### src/rtl/seg_scan_driver.sv
// Time-multiplexed 8-digit seven-segment driver: latches a coherent frame of
// display codes, decodes each digit and scans them onto two 4-digit segment buses.
module seg_scan_driver #(
  parameter int SCAN_DIV = 100000,
  parameter int CNT_W    = 17
) (
  input  logic        clk,
  input  logic        rst,
  input  logic [47:0] disp_code,
  input  logic [7:0]  dp_mask,
  input  logic        blank,
  output logic [7:0]  choose,
  output logic [7:0]  seg_left,
  output logic [7:0]  seg_right,
  output logic        frame_start
);

  typedef enum logic {IDLE, SCAN} state_t;

  localparam logic [47:0] BLANK_FRAME = {8{6'd63}};

  state_t           state, state_nxt;
  logic [CNT_W-1:0] cnt;
  logic             tick;
  logic [2:0]       idx, idx_nxt;
  logic [47:0]      shadow, shadow_nxt;
  logic [7:0]       dp_sh, dp_nxt;
  logic             latch;
  logic [5:0]       code_sel;
  logic [7:0]       seg_pat;

  // Segment pattern {a,b,c,d,e,f,g}; unused codes are dark.
  function automatic logic [6:0] decode(input logic [5:0] code);
    case (code)
      6'd0:    decode = 7'b1111110;
      6'd1:    decode = 7'b0110000;
      6'd2:    decode = 7'b1101101;
      6'd3:    decode = 7'b1111001;
      6'd4:    decode = 7'b0110011;
      6'd5:    decode = 7'b1011011;
      6'd6:    decode = 7'b1011111;
      6'd7:    decode = 7'b1110000;
      6'd8:    decode = 7'b1111111;
      6'd9:    decode = 7'b1111011;
      6'd10:   decode = 7'b1110111;
      6'd11:   decode = 7'b0011111;
      6'd12:   decode = 7'b1001110;
      6'd13:   decode = 7'b0111101;
      6'd14:   decode = 7'b1001111;
      6'd15:   decode = 7'b1000111;
      6'd16:   decode = 7'b0110111;
      6'd17:   decode = 7'b0001110;
      6'd18:   decode = 7'b1100111;
      6'd19:   decode = 7'b0000101;
      6'd20:   decode = 7'b1011011;
      6'd21:   decode = 7'b0111110;
      6'd22:   decode = 7'b0000001;
      default: decode = 7'b0000000;
    endcase
  endfunction

  assign tick = (cnt == CNT_W'(SCAN_DIV - 1));

  // NOTE: sequential state uses non-blocking (<=) so every register samples pre-edge values.
  always_ff @(posedge clk) begin
    if (rst) begin
      cnt <= '0;
    end else if (tick) begin
      cnt <= '0;
    end else begin
      cnt <= cnt + CNT_W'(1);
    end
  end

  always_ff @(posedge clk) begin
    if (rst) begin
      state <= IDLE;
      idx   <= '0;
    end else begin
      state <= state_nxt;
      idx   <= idx_nxt;
    end
  end

  // NOTE: every signal gets a default first so no path leaves it unassigned (no latch).
  always_comb begin
    state_nxt = state;
    idx_nxt   = idx;
    latch     = 1'b0;
    case (state)
      IDLE: begin
        if (tick) begin
          latch     = 1'b1;
          idx_nxt   = '0;
          state_nxt = SCAN;
        end
      end
      SCAN: begin
        if (tick) begin
          if (idx == 3'd7) begin
            latch   = 1'b1;
            idx_nxt = '0;
          end else begin
            idx_nxt = idx + 3'd1;
          end
        end
      end
      default: state_nxt = IDLE;
    endcase
  end

  // Outputs are built from post-tick index/shadow so the new digit lands one cycle after tick.
  assign shadow_nxt = latch ? disp_code : shadow;
  assign dp_nxt     = latch ? dp_mask   : dp_sh;
  assign code_sel   = shadow_nxt[int'(idx_nxt) * 6 +: 6];
  assign seg_pat    = {decode(code_sel), dp_nxt[idx_nxt]};

  always_ff @(posedge clk) begin
    if (rst) begin
      shadow      <= BLANK_FRAME;
      dp_sh       <= '0;
      frame_start <= 1'b0;
    end else begin
      shadow      <= shadow_nxt;
      dp_sh       <= dp_nxt;
      frame_start <= latch;
    end
  end

  // blank clears immediately but only a tick repaints, so resumption is slot-aligned.
  always_ff @(posedge clk) begin
    if (rst || blank) begin
      choose    <= '0;
      seg_left  <= '0;
      seg_right <= '0;
    end else if (tick) begin
      choose    <= 8'(1) << idx_nxt;
      seg_left  <= idx_nxt[2] ? seg_pat : 8'h00;
      seg_right <= idx_nxt[2] ? 8'h00 : seg_pat;
    end
  end

endmodule
### config.mk
export PLATFORM = sky130hd
export DESIGN_NAME = seg_scan_driver
export DESIGN_NICKNAME = d
export VERILOG_FILES = /design/src/rtl/seg_scan_driver.sv
export SDC_FILE = /design/constraint.sdc
export NUM_CORES = 1
export LEC_CHECK = 0
export CAP_MARGIN = 20
export CELL_PAD_IN_SITES_DETAIL_PLACEMENT = 1
export CELL_PAD_IN_SITES_GLOBAL_PLACEMENT = 2
export CORE_AREA = 2 2 129 131
export DETAILED_ROUTE_END_ITERATION = 8
export DIE_AREA = 0 0 131 133
export PLACE_DENSITY = 0.89
export SLEW_MARGIN = 20
export SYNTH_ARGS = -nofsm -noshare
export SYNTH_HDL_FRONTEND = slang
export SYNTH_SLANG_ARGS = --single-unit
### constraint.sdc
create_clock -name clk -period 8.29 [get_ports clk]
set_input_delay 1.658 -clock clk [delete_from_list [all_inputs] [get_ports clk]]
set_output_delay 1.658 -clock clk [all_outputs]
set_load 0.01 [all_outputs]
Word level (Yosys, flattened, before mapping)
Memory sizes are Yosys's and may differ from the RTL's.
Index checks and enable logic that the tools add are counted.
Storage, ports and cells
  memories: 1
  bits in read-only memories: 224
  output and inout bits: 25
  register bits: 102
  input port bits: 59
Operators by class
  bitwise logic cells: 1
  add/subtract/negate cells: 2
  reduce and logical (&&, ||, !) cells: 2
  muxes and demuxes: 16
  shifts and indexed selects: 2
  magnitude comparators: 1
  eq/ne operators: 2
  $mul: 1
Memory list
  (no name shown): depth 32, width 7, rd ports 1, clocked after Yosys merged registers in 0, wr ports 0, line 34  | case (code)
Operators by type and width (count)
  $mux 48: 1
  $shiftx 48x7->6: 1
  $mux 8: 3
  $add 17x1->17 const B: 1
  $eq 17x17->1 const B: 1
  $mux 3: 3
  $shl 1x3->8 const A: 1
  $mux 7: 1
  $pmux 3 s2: 1
  $mul 3x2->5 const B: 1
  $mux 1: 5
  $lt 3x4->1 const B: 1
  $add 3x1->3 const B: 1
  $bmux 1 s3: 1
  $eq 3x3->1 const B: 1
  $pmux 1 s2: 1
  $reduce_or 2->1: 1
  $logic_or 1x1->1: 1
  $not 1->1: 1

Logic depth before layout (Yosys ltp)
Gate-level depths: netlist of run 1.
An unclocked memory read counts as a cell.
  depth in word-level cells: 9
  depth in mapped cells: 15
  depth with buffers taken out: 13

Worst setup path after synthesis of run 1
OpenSTA, ideal clock, no wires.
  kind: in2reg
  start: input port disp_code[25]
  end: register seg_left[7]
  data arrival time: 3.698 ns
  required time: 8.219 ns
  slack: 4.520 ns
  library setup time: 0.071 ns
  path buffers: 0
  stages on the path: 10
  cells stage by stage: mux2_2 a222oi_1 a31oi_1 o22ai_1 inv_1 ha_1 or3_1 o221ai_2 a21oi_2 o21ai_1
On the way
  word-level cells in the longest chain between the ends: 5
Ends and longest elaborated chain
  from (decl): line 9  | input logic [47:0] disp_code,
  $mux 48 (*): line 113  | assign shadow_nxt = latch ? disp_code : shadow;
  $shiftx 48x7->6 (*): line 115  | assign code_sel = shadow_nxt[int'(idx_nxt) * 6 +: 6];
  $mem_v2 32x7
  $mux 7 (*): line 34
  $mux 8 (*): line 138  | seg_left <= idx_nxt[2] ? seg_pat : 8'h00;
  to (signal assigned): line 138
  to (decl): line 13  | output logic [7:0] seg_left,
Mark *: on every way between the ends. The rest lies on a longest branch, timed or not.
A chain may end at the register's enable or synchronous reset.

Final worst setup path of run 1
  start: register idx[1]
  end: register seg_left[7]
On the way
  word-level cells in the longest chain between the ends: 9
  elaborated cells on any way between the ends: 15
Ends and longest elaborated chain
  from (decl): line 25  | logic [2:0] idx, idx_nxt;
  from (signal assigned): line 81  | idx <= idx_nxt;
  $add 3x1->3 / $eq 3x3->1 (equally long branches): line 104, 100
  $mux 3 / $mux 1 (equally long branches): line 100  | if (idx == 3'd7) begin
  $mux 3 / $mux 1 (equally long branches): line 99  | if (tick) begin
  $pmux 3 s2 / $pmux 1 s2 (equally long branches): line 90  | case (state)
  $mul 3x2->5 / $mux 48 (equally long branches): line 115, 113
  $shiftx 48x7->6: line 115
  $mem_v2 32x7
  $mux 7: line 34
  $mux 8 (*): line 138
Marks and branches as above.

==> results of run 1 <==
## registers in the layout (all words and copies together) (netlist names)
register,cells
idx,3
dp_sh,8
cnt,17
seg_right,8
state,1
choose,8
shadow,48
frame_start,1
seg_left,8
## path summary, 6_finish.rpt
path | to | slack, ns | cells past startpoint
setup / recovery | seg_left[7] | 3.73 | 11
hold / removal | cnt[0] | 0.45 | 1
setup reg to reg | seg_left[7] | 3.73 | 11
hold reg to reg | cnt[0] | 0.45 | 1
## cell usage after synthesis, drive strengths merged, types with 10 or more instances
master / instances
mux2: 17
nand4: 10
o21ai: 22
a21oi: 22
buf: 17
nand3: 33
nor2: 46
dfxtp: 102
nand2: 161
ha: 10
mux2i: 29
clkbuf: 32
nand3b: 47
## stage by stage
step | cells | utilization, % | hold slack [ns] | total power, mW
after floorplan | 671 | - | 0.418 | 0.519
after global placement | 933 | 39.9 | 0.427 | 0.552
after detailed placement | 933 | 39.9 | 0.446 | 0.553
after CTS | 949 | 41.9 | 0.456 | 1.01
after global routing | 949 | 41.9 | 0.477 | 1.03
final | 949 | 41.9 | 0.453 | 1.00
## where the power goes
group	switching (mW)	total (mW)	leakage, nW	internal (mW)
clock network	0.188	0.460	0.157	0.272
registers	0.00112	0.492	0.824	0.491
logic	0.0179	0.0496	1.59	0.0318
total	0.207	1.00	2.57	0.795
## worst register-to-register path: cells and delay by family (launching register included)
| kind | cells | cell delay [ns] |
|---|---|---|
| flip-flops | 1 | 1.00 |
| adder cells (fa/ha/maj) | 2 | 0.98 |
| AND/OR/NAND/NOR | 2 | 0.93 |
| buffers and inverters | 1 | 0.19 |
| AO/OA/AOI/OAI | 6 | 1.39 |
## layout make-up
| cell class | count | area [um2] |
|---|---|---|
| Multi-Input combinational cell | 513 | 3220 |
| Clock buffer | 12 | 246 |
| Inverter | 7 | 26.3 |
| Fill cell | 1891 | 9400 |
| Clock inverter | 4 | 70.1 |
| Timing Repair Buffer | 91 | 886 |
| Tap cell | 220 | 275 |
| Sequential cell | 102 | 2040 |
## layer usage
metal,vias up,part of all wire (%)
li1,2441,-
met1,2452,45
met2,97,50
met3,17,4.0
met4,0,1.2
met5,-,0
## cell families after synthesis
group,share of synthesized area (%)
simple gates,31.2
flops,37.1
compound gates,11.2
buf+inv,4.48
mux,11.6
xor+xnor,2.23
fa+ha+maj,2.27
==> metrics, run 1 <==
outcome=finished clean; gpl congestion=0.876; CP Class=register to register; setup TNS=0 ns; CP top delay family=compound AO/OA/AOI/OAI gates; HP Start=cnt[0]; LEAKAGE=2.57 nW; total die area=17400 um2; # DRC=0; Peak Freq=219 MHz; DR iter-0 viols=256; CP endpoint kind=register; Syn Area/Cell=8.21 um2; CP startpoint=idx[1]; synth warn=0; WP buf/inv=1; Worst Hold Class=register to register; met1 usage=25.7%; Synth top area share=37.1%; row cnt=47; Worst Setup Start Kind=register; crit path max fanout=22; Routed Wire Length=16900 um; Worst Setup Slack, final=3.73 ns; final instance area=6770 um2; die width=131 um; area leader, netlist=dfxtp_1; Die H=133 um; commonest non-fill, non-tap cell in the layout=nand2_1; syn nets=740; HPWL after DPL=12000 um; VDD IR max=92.7 uV; grt ovf=0; CTS HTree Levels=3; initial antenna violation count=0; DR vias=5007; RSZ-0062 raised after global routing=false; Core Region=16200 um2; placed cell area=6450 um2; Worst path max stage delay=1.00 ns; M2 GR Usage=33.9%; Finish-stage setup viols=0; Setup WS pre-CTS=3.64 ns; met3 usage=3.52%; root buffer cell=clkbuf_16; Slew @ Worst Pin=1.02 ns; most used cell, CP=ha_1; Worst-Skew Late Latency=0.36 ns; cell area power density=148 nW/um2; Yosys reg bits=102; hold buffers post-CTS=0; Final #Nets=793; Starting Density=34.1%; DR vias/cell=5.28; Boundary Pins=84; CTS Buf Count=9; Slew Limit Fails=0; Crit-path slowest cell=dfxtp_1; clock transition at the registers of the reported paths=0.07 ns; final period demand of the worst path=4.56 ns; most frequent cells in the layout=nand2_1, dfxtp_1, clkdlybuf4s50_1; ratio of cells with drive above 1 in the final layout=8.92%; final-report hold violation count=0; WL/cell=17.8 um; port bufs=83; fin crit share=55.0%; All-Layer GR Usage=19.9%; Critical Path RT=8.57 ns; clock tree buffer depth=2; CTS tree=built; ANT cells=0; synthesized cell area=5510 um2; Post-synth EDFFs=0; post-CTS setup buffers=0; TritonRoute pass-1 iters=4; Max-Cap Viols=0; Worst Skew=0.00952 ns; largest net degree at the start of global routing=66; Critical R2R Launch=idx[1]; Slew HR=31.7%; crit path cell chain=ha_1, and4b_1, a222oi_1, a31oi_1, o22ai_1, inv_1, ha_1, or3_1, o221ai_2, a21oi_2, o21ai_1; Post-Syn Instances=671; Layout area overhead=22.9%; largest cells by area after synthesis=dfxtp_1, nand2_1, nand3b_1, mux2i_1, mux2_2; Synth cell types=61; first-pass GRT wire length=27200 um; sequential fraction of the synthesis area=37.1%; Synth Flop Type=dfxtp_1; DRT antenna net count=0; Critical Path AT=4.84 ns; CTS Sinks=102; Post-synth ARST share=0%; GRT Max-Usage Layer=met2; # resized after CTS=0; vias in the first global route=5261
(Power assumes the default switching activity.)
==> run 2: changes to the inputs <==
--- a/config.mk
+++ b/config.mk
@@ -8,10 +8,10 @@
 export CAP_MARGIN = 20
 export CELL_PAD_IN_SITES_DETAIL_PLACEMENT = 1
 export CELL_PAD_IN_SITES_GLOBAL_PLACEMENT = 2
-export CORE_AREA = 2 2 129 131
+export CORE_AREA = 2 2 135 137
 export DETAILED_ROUTE_END_ITERATION = 8
-export DIE_AREA = 0 0 131 133
-export PLACE_DENSITY = 0.89
+export DIE_AREA = 0 0 137 139
+export PLACE_DENSITY = 0.82
 export SLEW_MARGIN = 20
 export SYNTH_ARGS = -nofsm -noshare
 export SYNTH_HDL_FRONTEND = slang
==> constraint.sdc (replaced) <==
create_clock -name clk -period 4.79 [get_ports clk]
set_input_delay 0.958 -clock clk [delete_from_list [all_inputs] [get_ports clk]]
set_output_delay 0.958 -clock clk [all_outputs]
set_load 0.01 [all_outputs]
==> metrics, run 2 (synthesized netlist as in run 1, its figures left out) <==
Final #Nets=799 (+0.76%); outcome=finished clean; Worst path max stage delay=0.55 ns (-0.45 ns); Worst Skew=0.00674 ns (-0.00278 ns); Worst-Skew Late Latency=0.36 ns (about the same); Worst Setup Slack, final=0.982 ns (-2.75 ns); post-layout util=38.8% (-3.1 points); Worst Hold Class=register to register; DR vias=5062 (+1.1%); final period demand of the worst path=3.81 ns (-0.755 ns); Slew @ Worst Pin=0.699 ns (-0.324 ns); R2R setup slack=0.98 ns (-2.75 ns); Hold Crit Depth=2 (+1); R2R Path End=seg_left[5]; clock tree buffer depth=2 (unchanged); final-report hold violation count=0 (unchanged); CP endpoint kind=register; setup TNS=0 ns (unchanged); FF-to-FF path depth=13 (+2); first-pass GRT wire length=27800 um (+2.1%); largest reg by FF count=shadow; CP startpoint=cnt[6]; crit path max fanout=30 (+36%); Starting Density=31.2% (-2.9 points); # resized after CTS=0 (unchanged); Critical R2R Launch=cnt[6]; fin crit share=79.5% (+24 points); Critical Path RT=5.03 ns (-3.54 ns); WL/cell=17.7 um (-0.83%); post-CTS setup buffers=0 (unchanged); # DRC=0 (unchanged); Largest regs=shadow: 48 flops, cnt: 17 flops; initial antenna violation count=0 (unchanged); Die H=139 um (+4.5%); vias in the first global route=5362 (+1.9%); most used cell, CP=buf_4; CP endpoint=seg_left[5]; CP Class=register to register; HP Start=seg_right[7]; CTS HTree Levels=3 (unchanged); Finish-stage setup viols=0 (unchanged); most frequent cells in the layout=nand2_1, dfxtp_1, clkdlybuf4s50_1; VDD IR max=163 uV (+76%); max reg flops=48 (unchanged); clock transition at the registers of the reported paths=0.07 ns (about the same); ANT cells=0 (unchanged); CTS Sinks=102 (unchanged); RSZ-0062 raised after global routing=false; Layout area overhead=24.2%; gpl congestion=0.811 (-7.4%); Peak Freq=263 MHz (+20%); HPWL after DPL=12200 um (+1.1%); grt ovf=0 (unchanged); die width=137 um (+4.6%); All-Layer GR Usage=18.5% (-1.4 points); commonest non-fill, non-tap cell in the layout=nand2_1; Boundary Pins=84 (unchanged); total die area=19000 um2 (+9.3%); Slew HR=53.2% (+21 points); filler instances=2102 (+11%); Slew Limit Fails=0 (unchanged); Routed Wire Length=17000 um (+0.73%); LEAKAGE=2.61 nW (+1.4%); Crit-path slowest cell=or4_4; row cnt=49 (+4.3%); CTS tree=built; ratio of cells with drive above 1 in the final layout=9.93% (+1.0 points); Critical Path AT=4.05 ns (-0.79 ns); TritonRoute pass-1 iters=5 (+1); Worst Setup Start Kind=register; largest net degree at the start of global routing=65 (-1.5%); DR vias/cell=5.25 (-0.47%); DRT antenna net count=0 (unchanged); DR iter-0 viols=213 (-17%); Max-Cap Viols=0 (unchanged); Setup WS pre-CTS=0.850 ns (-2.79 ns); Core Region=17700 um2 (+9.2%); root buffer cell=clkbuf_16; hold buffers post-CTS=0 (unchanged); crit path cell chain=or4_4, nor4_4, buf_4, mux2i_1, buf_4, a311o_1, o22ai_2, inv_1, ha_1, nor2_1, nand2_1, a31oi_1, o21ai_1; port bufs=83 (unchanged); cell area power density=257 nW/um2 (+74%); CTS Buf Count=9 (unchanged)
[run 2: cell types whose count changed in the layout (fill, tap and decap cells not counted), sizes merged]
| cell | before | now |
|---|---|---|
| clkbuf | 12 | 11 |
| clkinvlp | 0 | 1 |
| buf | 9 | 15 |
[run 2: worst min path at each step]
stage                         to  slack (ns)
finish              seg_right[7]        0.45
global placement          cnt[0]        0.43
floorplan                 cnt[0]        0.42
detailed placement  seg_right[7]        0.45
global route         seg_left[5]        0.48
CTS                 seg_right[7]        0.46
[run 2: per-stage QoR]
| stage | area, um2 | power (mW) | hold slack [ns] | std cells |
|---|---|---|---|---|
| 5_1_grt | 6840 | 1.82 | 0.481 | 964 |
| 6_report | 6840 | 1.76 | 0.452 | 964 |
| 4_1_cts | 6840 | 1.78 | 0.459 | 964 |
| 3_5_place_dp | 6510 | 0.959 | 0.449 | 948 |
| 2_1_floorplan | 5510 | 0.898 | 0.418 | 671 |
| 3_3_place_gp | 6510 | 0.958 | 0.427 | 948 |
[run 2: critical path: cells and delay by family (launching register included)]
family                   cells  cell delay (ns)
multiplexers                 1             0.13
AO/OA/AOI/OAI                4             1.09
buffers and inverters        3             0.78
AND/OR/NAND/NOR              4             1.01
adder cells (fa/ha/maj)      1             0.31
flip-flops                   1             0.34
[run 2: final cells by class]
cell class	count	area [um2]	share of cell area, %
Inverter	7	26.3	0.384
Timing Repair Buffer	97	931	13.6
Clock inverter	5	81.3	1.19
Clock buffer	11	253	3.69
Sequential cell	102	2040	29.8
Tap cell	229	287	4.19
Multi-Input combinational cell	513	3220	47.1
[run 2: power by group]
part           switching [mW]  leakage, nW  internal [mW]
clock network           0.335        0.162          0.486
logic                  0.0323         1.62         0.0550
registers             0.00192        0.824          0.850
[run 2: metal layers]
layer | global-route usage (%) | part of all wire [%] | wire [um]
met2 | 30.9 | 49 | 8310
met5 | 0 | 0 | 0
met4 | 4.94 | 1.3 | 222
met1 | 24.4 | 46 | 7890
met3 | 3.14 | 3.7 | 624
